===== src/rtl/noc_credit_link_pipe_if.sv =====
// Router-to-router link bundle: per-link flit forward path plus returning credit.
// Master drives the flit fields; slave returns the credit.
interface noc_credit_link_pipe_if #(
  parameter int NUM_LINKS  = 4,
  parameter int FLIT_WIDTH = 128,
  parameter int DEST_WIDTH = 6
);
  logic [NUM_LINKS-1:0][FLIT_WIDTH-1:0] data;
  logic [NUM_LINKS-1:0][DEST_WIDTH-1:0] dest;
  logic [NUM_LINKS-1:0]                 is_tail;
  logic [NUM_LINKS-1:0]                 send;
  logic [NUM_LINKS-1:0]                 credit;

  modport master (output data, dest, is_tail, send, input  credit);
  modport slave  (input  data, dest, is_tail, send, output credit);
endinterface


===== src/rtl/noc_credit_link_pipe.sv =====
// Credit link pipe: NUM_PIPELINE register stages each way (0 = wires), per-link credit monitor.
// No backpressure of its own; credits flow end to end. NOC_LINK_PERF_CNT_EN adds flit/packet counters.
module noc_credit_link_pipe #(
  parameter int NUM_LINKS         = 4,
  parameter int FLIT_WIDTH        = 128,
  parameter int DEST_WIDTH        = 6,
  parameter int NUM_PIPELINE      = 1,
  parameter int FLIT_BUFFER_DEPTH = 4,
  parameter int CNT_WIDTH         = $clog2(FLIT_BUFFER_DEPTH + 1)
) (
  input  logic                                clk_noc,
  input  logic                                rst_noc_sync,
  noc_credit_link_pipe_if.slave               up,
  noc_credit_link_pipe_if.master              dn,
  output logic [NUM_LINKS-1:0][CNT_WIDTH-1:0] credits_avail,
  output logic [NUM_LINKS-1:0]                err_overflow,
  output logic [NUM_LINKS-1:0]                err_underflow,
  output logic [NUM_LINKS-1:0]                in_packet,
  input  logic                                perf_clear,
  output logic [NUM_LINKS-1:0][31:0]          flit_count,
  output logic [NUM_LINKS-1:0][31:0]          pkt_count
);

  localparam logic [CNT_WIDTH-1:0] CRED_MAX = CNT_WIDTH'(FLIT_BUFFER_DEPTH);

  logic [NUM_LINKS-1:0] w_credit_up;

  generate
    if (NUM_PIPELINE == 0) begin : g_bypass
      assign dn.data    = up.data;
      assign dn.dest    = up.dest;
      assign dn.is_tail = up.is_tail;
      assign dn.send    = up.send;
      assign up.credit  = dn.credit;
    end else begin : g_pipe
      logic [NUM_LINKS-1:0][FLIT_WIDTH-1:0] r_data   [NUM_PIPELINE];
      logic [NUM_LINKS-1:0][DEST_WIDTH-1:0] r_dest   [NUM_PIPELINE];
      logic [NUM_LINKS-1:0]                 r_tail   [NUM_PIPELINE];
      logic [NUM_LINKS-1:0]                 r_send   [NUM_PIPELINE];
      logic [NUM_LINKS-1:0]                 r_credit [NUM_PIPELINE];

      always_ff @(posedge clk_noc) begin
        if (rst_noc_sync) begin
          for (int s = 0; s < NUM_PIPELINE; s++) begin
            r_data[s]   <= '0;
            r_dest[s]   <= '0;
            r_tail[s]   <= '0;
            r_send[s]   <= '0;
            r_credit[s] <= '0;
          end
        end else begin
          r_send[0]   <= up.send;
          r_credit[0] <= dn.credit;
          // Payload only moves with a valid flit; the valid/credit bits shift every cycle.
          for (int k = 0; k < NUM_LINKS; k++) begin
            if (up.send[k]) begin
              r_data[0][k] <= up.data[k];
              r_dest[0][k] <= up.dest[k];
              r_tail[0][k] <= up.is_tail[k];
            end
          end
          for (int s = 1; s < NUM_PIPELINE; s++) begin
            r_send[s]   <= r_send[s-1];
            r_credit[s] <= r_credit[s-1];
            for (int k = 0; k < NUM_LINKS; k++) begin
              if (r_send[s-1][k]) begin
                r_data[s][k] <= r_data[s-1][k];
                r_dest[s][k] <= r_dest[s-1][k];
                r_tail[s][k] <= r_tail[s-1][k];
              end
            end
          end
        end
      end

      assign dn.data    = r_data[NUM_PIPELINE-1];
      assign dn.dest    = r_dest[NUM_PIPELINE-1];
      assign dn.is_tail = r_tail[NUM_PIPELINE-1];
      assign dn.send    = r_send[NUM_PIPELINE-1];
      assign up.credit  = r_credit[NUM_PIPELINE-1];
    end
  endgenerate

  assign w_credit_up = up.credit;

  logic [NUM_LINKS-1:0][CNT_WIDTH-1:0] r_credits;
  logic [NUM_LINKS-1:0]                r_err_ovf;
  logic [NUM_LINKS-1:0]                r_err_unf;
  logic [NUM_LINKS-1:0]                r_in_pkt;

  // Occupancy as the upstream router sees it: its own sends against credits reaching it.
  always_ff @(posedge clk_noc) begin
    if (rst_noc_sync) begin
      for (int k = 0; k < NUM_LINKS; k++) r_credits[k] <= CRED_MAX;
      r_err_ovf <= '0;
      r_err_unf <= '0;
      r_in_pkt  <= '0;
    end else begin
      for (int k = 0; k < NUM_LINKS; k++) begin
        case ({up.send[k], w_credit_up[k]})
          2'b10: begin
            if (r_credits[k] == '0) r_err_ovf[k] <= 1'b1;
            else                    r_credits[k] <= r_credits[k] - CNT_WIDTH'(1);
          end
          2'b01: begin
            if (r_credits[k] == CRED_MAX) r_err_unf[k] <= 1'b1;
            else                          r_credits[k] <= r_credits[k] + CNT_WIDTH'(1);
          end
          default: ;
        endcase
        if (dn.send[k]) r_in_pkt[k] <= ~dn.is_tail[k];
      end
    end
  end

  assign credits_avail = r_credits;
  assign err_overflow  = r_err_ovf;
  assign err_underflow = r_err_unf;
  assign in_packet     = r_in_pkt;

`ifdef NOC_LINK_PERF_CNT_EN
  logic [NUM_LINKS-1:0][31:0] r_flit_cnt;
  logic [NUM_LINKS-1:0][31:0] r_pkt_cnt;

  always_ff @(posedge clk_noc) begin
    if (rst_noc_sync || perf_clear) begin
      r_flit_cnt <= '0;
      r_pkt_cnt  <= '0;
    end else begin
      for (int k = 0; k < NUM_LINKS; k++) begin
        if (dn.send[k] && (r_flit_cnt[k] != 32'hFFFF_FFFF))
          r_flit_cnt[k] <= r_flit_cnt[k] + 32'd1;
        if (dn.send[k] && dn.is_tail[k] && (r_pkt_cnt[k] != 32'hFFFF_FFFF))
          r_pkt_cnt[k] <= r_pkt_cnt[k] + 32'd1;
      end
    end
  end

  assign flit_count = r_flit_cnt;
  assign pkt_count  = r_pkt_cnt;
`else
  logic w_unused_perf_clear;
  assign w_unused_perf_clear = perf_clear;
  assign flit_count = '0;
  assign pkt_count  = '0;
`endif

endmodule


===== src/flat_wrapper.sv =====
// flat-port wrapper written by rule: the top's interface ports become plain ports
module noc_credit_link_pipe_flat 
#(
  parameter int NUM_LINKS         = 4,
  parameter int FLIT_WIDTH        = 128,
  parameter int DEST_WIDTH        = 6,
  parameter int NUM_PIPELINE      = 1,
  parameter int FLIT_BUFFER_DEPTH = 4,
  parameter int CNT_WIDTH         = $clog2(FLIT_BUFFER_DEPTH + 1)
)
  (clk_noc, rst_noc_sync, credits_avail, err_overflow, err_underflow, in_packet, perf_clear, flit_count, pkt_count, up_data, up_dest, up_is_tail, up_send, up_credit, dn_data, dn_dest, dn_is_tail, dn_send, dn_credit);
  noc_credit_link_pipe_if #(.NUM_LINKS(NUM_LINKS), .FLIT_WIDTH(FLIT_WIDTH), .DEST_WIDTH(DEST_WIDTH)) up_i ();
  noc_credit_link_pipe_if #(.NUM_LINKS(NUM_LINKS), .FLIT_WIDTH(FLIT_WIDTH), .DEST_WIDTH(DEST_WIDTH)) dn_i ();
  input  logic clk_noc;
  input  logic rst_noc_sync;
  output logic [NUM_LINKS-1:0][CNT_WIDTH-1:0] credits_avail;
  output logic [NUM_LINKS-1:0] err_overflow;
  output logic [NUM_LINKS-1:0] err_underflow;
  output logic [NUM_LINKS-1:0] in_packet;
  input  logic perf_clear;
  output logic [NUM_LINKS-1:0][31:0] flit_count;
  output logic [NUM_LINKS-1:0][31:0] pkt_count;
  input wire logic [$bits(up_i.data)-1:0] up_data;
  input wire logic [$bits(up_i.dest)-1:0] up_dest;
  input wire logic [$bits(up_i.is_tail)-1:0] up_is_tail;
  input wire logic [$bits(up_i.send)-1:0] up_send;
  output wire logic [$bits(up_i.credit)-1:0] up_credit;
  output wire logic [$bits(dn_i.data)-1:0] dn_data;
  output wire logic [$bits(dn_i.dest)-1:0] dn_dest;
  output wire logic [$bits(dn_i.is_tail)-1:0] dn_is_tail;
  output wire logic [$bits(dn_i.send)-1:0] dn_send;
  input wire logic [$bits(dn_i.credit)-1:0] dn_credit;
  assign up_i.data = up_data;
  assign up_i.dest = up_dest;
  assign up_i.is_tail = up_is_tail;
  assign up_i.send = up_send;
  assign up_credit = up_i.credit;
  assign dn_data = dn_i.data;
  assign dn_dest = dn_i.dest;
  assign dn_is_tail = dn_i.is_tail;
  assign dn_send = dn_i.send;
  assign dn_i.credit = dn_credit;
  noc_credit_link_pipe #(.NUM_LINKS(NUM_LINKS), .FLIT_WIDTH(FLIT_WIDTH), .DEST_WIDTH(DEST_WIDTH), .NUM_PIPELINE(NUM_PIPELINE), .FLIT_BUFFER_DEPTH(FLIT_BUFFER_DEPTH), .CNT_WIDTH(CNT_WIDTH)) u_core (.clk_noc(clk_noc), .rst_noc_sync(rst_noc_sync), .up(up_i), .dn(dn_i), .credits_avail(credits_avail), .err_overflow(err_overflow), .err_underflow(err_underflow), .in_packet(in_packet), .perf_clear(perf_clear), .flit_count(flit_count), .pkt_count(pkt_count));
endmodule

===== config.mk =====
export PLATFORM = sky130hd
export DESIGN_NAME = noc_credit_link_pipe_flat
export DESIGN_NICKNAME = d
export VERILOG_FILES = /design/src/rtl/noc_credit_link_pipe_if.sv /design/src/rtl/noc_credit_link_pipe.sv /design/src/flat_wrapper.sv
export SDC_FILE = /design/constraint.sdc
export NUM_CORES = 1
export LEC_CHECK = 0
export ABC_AREA = 1
export CORE_AREA = 3 3 529 531
export CTS_CLUSTER_DIAMETER = 150
export DETAILED_ROUTE_END_ITERATION = 7
export DIE_AREA = 0 0 532 534
export PLACE_DENSITY = 0.3
export SLEW_MARGIN = 20
export SYNTH_ARGS = -nofsm -noshare
export SYNTH_HDL_FRONTEND = slang
export SYNTH_SLANG_ARGS = --single-unit

===== constraint.sdc =====
create_clock -name clk_noc -period 5.9 [get_ports clk_noc]
set_input_delay 0.885 -clock clk_noc [delete_from_list [all_inputs] [get_ports clk_noc]]
set_output_delay 0.885 -clock clk_noc [all_outputs]
set_load 0.05 [all_outputs]

==> summary.txt <==
status: completed
Die W: 532 um
# port buffers: 1121
CTS Buf Count: 89
drt first pass iters: 4
synthesized area per cell: 11.3 sq um
post-layout min period: 3220 ps
die extent in y: 534 um
WL final: 137000 um
H-tree depth: 3
first-pass GRT wire length: 179000 um
P per Cell Area: 318 nW/um^2
CTS Hold Bufs: 0
nets: 3887
Final Cycle Share: 54.5%
DRC: 0
layout cell share with drive strength beyond 1: 7.58%
RSZ-0062 raised after global routing: no
Cells after Synth: 2157
final RePlAce weighted congestion: 0.812
hpwl dp: 111000 um
Wirelength per Cell: 19.3 um
grt total ovfl: 0
Hold Path Depth: 2
antenna-violating nets left: 0
Worst Path Required: 5020 ps
CP cell instances: clkdlybuf4s50_1
R2R Path End: u_core.credits_avail[7]$_SDFFE_PP0P_
root buffer cell: clkbuf_16
Via density: 2.58
number of library cell types mapped by synthesis: 22
Synth area leaders: edfxtp_1 66%, inv_1 9.2%, buf_4 7.9%
P_leak: 0.0173 uW
share of the synthesized area in the top cell type: 66.4%
GRT busiest layer: met2
met2 GRT Util: 16.3%
Worst setup EP type: primary output
postcts setup bufs: 0
Hold EP: u_core.err_underflow[0]$_SDFFE_PP0P_
GRT Total Usage: 9.29%
Vias: 18300
mapped cell area: 24400 sq um
Crit Path Class: reg -> out
Crit. path cell count: 1
Yosys warning total: 0
FMAX: 0.311 GHz
reg2reg setup slack: 4130 ps
final hold slack: 455 ps
Post-CTS Resized: 0
post-synth top area cell: edfxtp_1
Slew Limit Fails: 0
# IOs: 1379
area delta synth->final: 71.8%
CTS clk-pin slew, worst paths: 60 ps
pin count of the biggest net entering global routing: 136
drt first-iter violations: 716
Worst Hold Class: reg -> reg
Reg-to-Reg Start: u_core.g_pipe.r_credit[0][2]$_SDFF_PP0_
clock sinks: 572
met1 GRT Util: 10.2%
fin util: 15.2%
CTS tree: yes
Max Buffers Root-to-Sink: 4
worst path arrival time: 2330 ps
most frequent cell after synthesis: inv_1
final setup vio count: 0
Die Area: 284000 sq um
worst skew pair latency: 780 ps
critical path peak fanout: 3
initial antenna violation count: 72
worst slew pin tran: 959 ps
VDD IR max: 191 uV
Post-synth EDFFs: 540
final clock skew: 18.3 ps
final hold vios: 0
asr flop ratio synth: 0%
initial core utilization: 8.85%
Synth Flop Type: edfxtp_1
Yosys reg bits: 572
register area share after synthesis: 69.0%
R2R cell count: 7
Buf/Inv on CP: 1
slowest CP cell: clkdlybuf4s50_1
Startpoint Class: flop
GRT met3 Usage: 4.25%
fillcell total: 31000
vias in the first global route: 18900
Relative slew margins: 36.0%
# rows: 193
cell family with most CP delay: buffers and inverters
Hold Path Origin: u_core.err_underflow[0]$_SDFFE_PP0P_
commonest cells in the netlist: 597 x inv_1, 540 x edfxtp_1, 464 x nor2_1, 256 x buf_4, 102 x nor2_2
slowest stage delay, CP: 960 ps
Fin Setup TNS: 0 ps
core area: 276000 sq um
max-cap violation count: 0
cell families after synthesis:
family	count (synthesis)	synth area share, %
AO/OA/AOI/OAI	28	0.614
other	1	0.0153
flip-flops	572	69.0
buffers and inverters	916	18.7
adder cells (fa/ha/maj)	12	0.737
AND/OR/NAND/NOR	628	10.9
through the flow:
stage               cell area (sq um)  power [uW]  instances  setup WS, ps
floorplan                       25400        7000       2412          1200
global placement                39100        8280       6938          2270
detailed placement              39100        8270       6938          2270
CTS                             41900       13800       7096          2360
global route                    41900       14000       7097          2470
finish                          42000       13400       7107          2680
registers in the layout, indices dropped and copies added (netlist names):
name	count
u_core.g_pipe.r_data	512
u_core.err_underflow	4
u_core.g_pipe.r_send	4
u_core.credits_avail	12
u_core.err_overflow	4
u_core.in_packet	4
u_core.g_pipe.r_dest	24
u_core.g_pipe.r_tail	4
u_core.g_pipe.r_credit	4
placed cells by master (no fill, tap or decap), types with 5 or more instances in the layout:
cell and count:
buf_12 5, a21oi_1 20, clkbuf_8 8, inv_1 597, clkinv_1 15, dfxtp_1 32
nand3_1 8, ha_1 8, clkinv_2 10, buf_4 12, diode_2 11, edfxtp_1 540
inv_6 6, nor2_1 464, clkbuf_1 18, clkdlybuf4s50_1 1116, nand2_1 44, bufinv_16 5
conb_1 256, clkbuf_16 89, nor2_2 102
routing by layer:
layer / part of all wire, % / wire [um]
met1: 38 / 51700
met2: 49 / 67000
met3: 11 / 15000
met4: 2.1 / 2920
met5: 0.21 / 294
final cells by class:
class | instances | area, sq um | share of cell area (%)
tap | 3705 | 4640 | 11.0
inverter | 601 | 2270 | 5.42
multi-input combinational | 924 | 4000 | 9.52
clock buffer | 115 | 2400 | 5.73
clock inverter | 43 | 405 | 0.966
timing repair buffer | 1136 | 11400 | 27.1
antenna | 11 | 27.5 | 0.0656
sequential | 572 | 16900 | 40.2
power by group:
part / internal [uW] / leakage [uW] / switching, uW
registers: 4800 / 0.00607 / 169
logic: 940 / 0.00984 / 2200
clock network: 3100 / 0.00136 / 2150
how the worst max path moves through the flow:
stage | startpoint | endpoint | slack, ps
floorplan | rst_noc_sync | u_core.g_pipe.r_data[0][0]$_SDFFCE_PN0P_ | 1200
global placement | rst_noc_sync | u_core.g_pipe.r_data[0][133]$_DFFE_PP_ | 2270
detailed placement | rst_noc_sync | u_core.g_pipe.r_data[0][133]$_DFFE_PP_ | 2270
CTS | u_core.g_pipe.r_credit[0][2]$_SDFF_PP0_ | up_credit[2] | 2360
global route | u_core.g_pipe.r_credit[0][2]$_SDFF_PP0_ | up_credit[2] | 2470
finish | u_core.g_pipe.r_credit[0][2]$_SDFF_PP0_ | up_credit[2] | 2680
(Power assumes the default switching activity.)
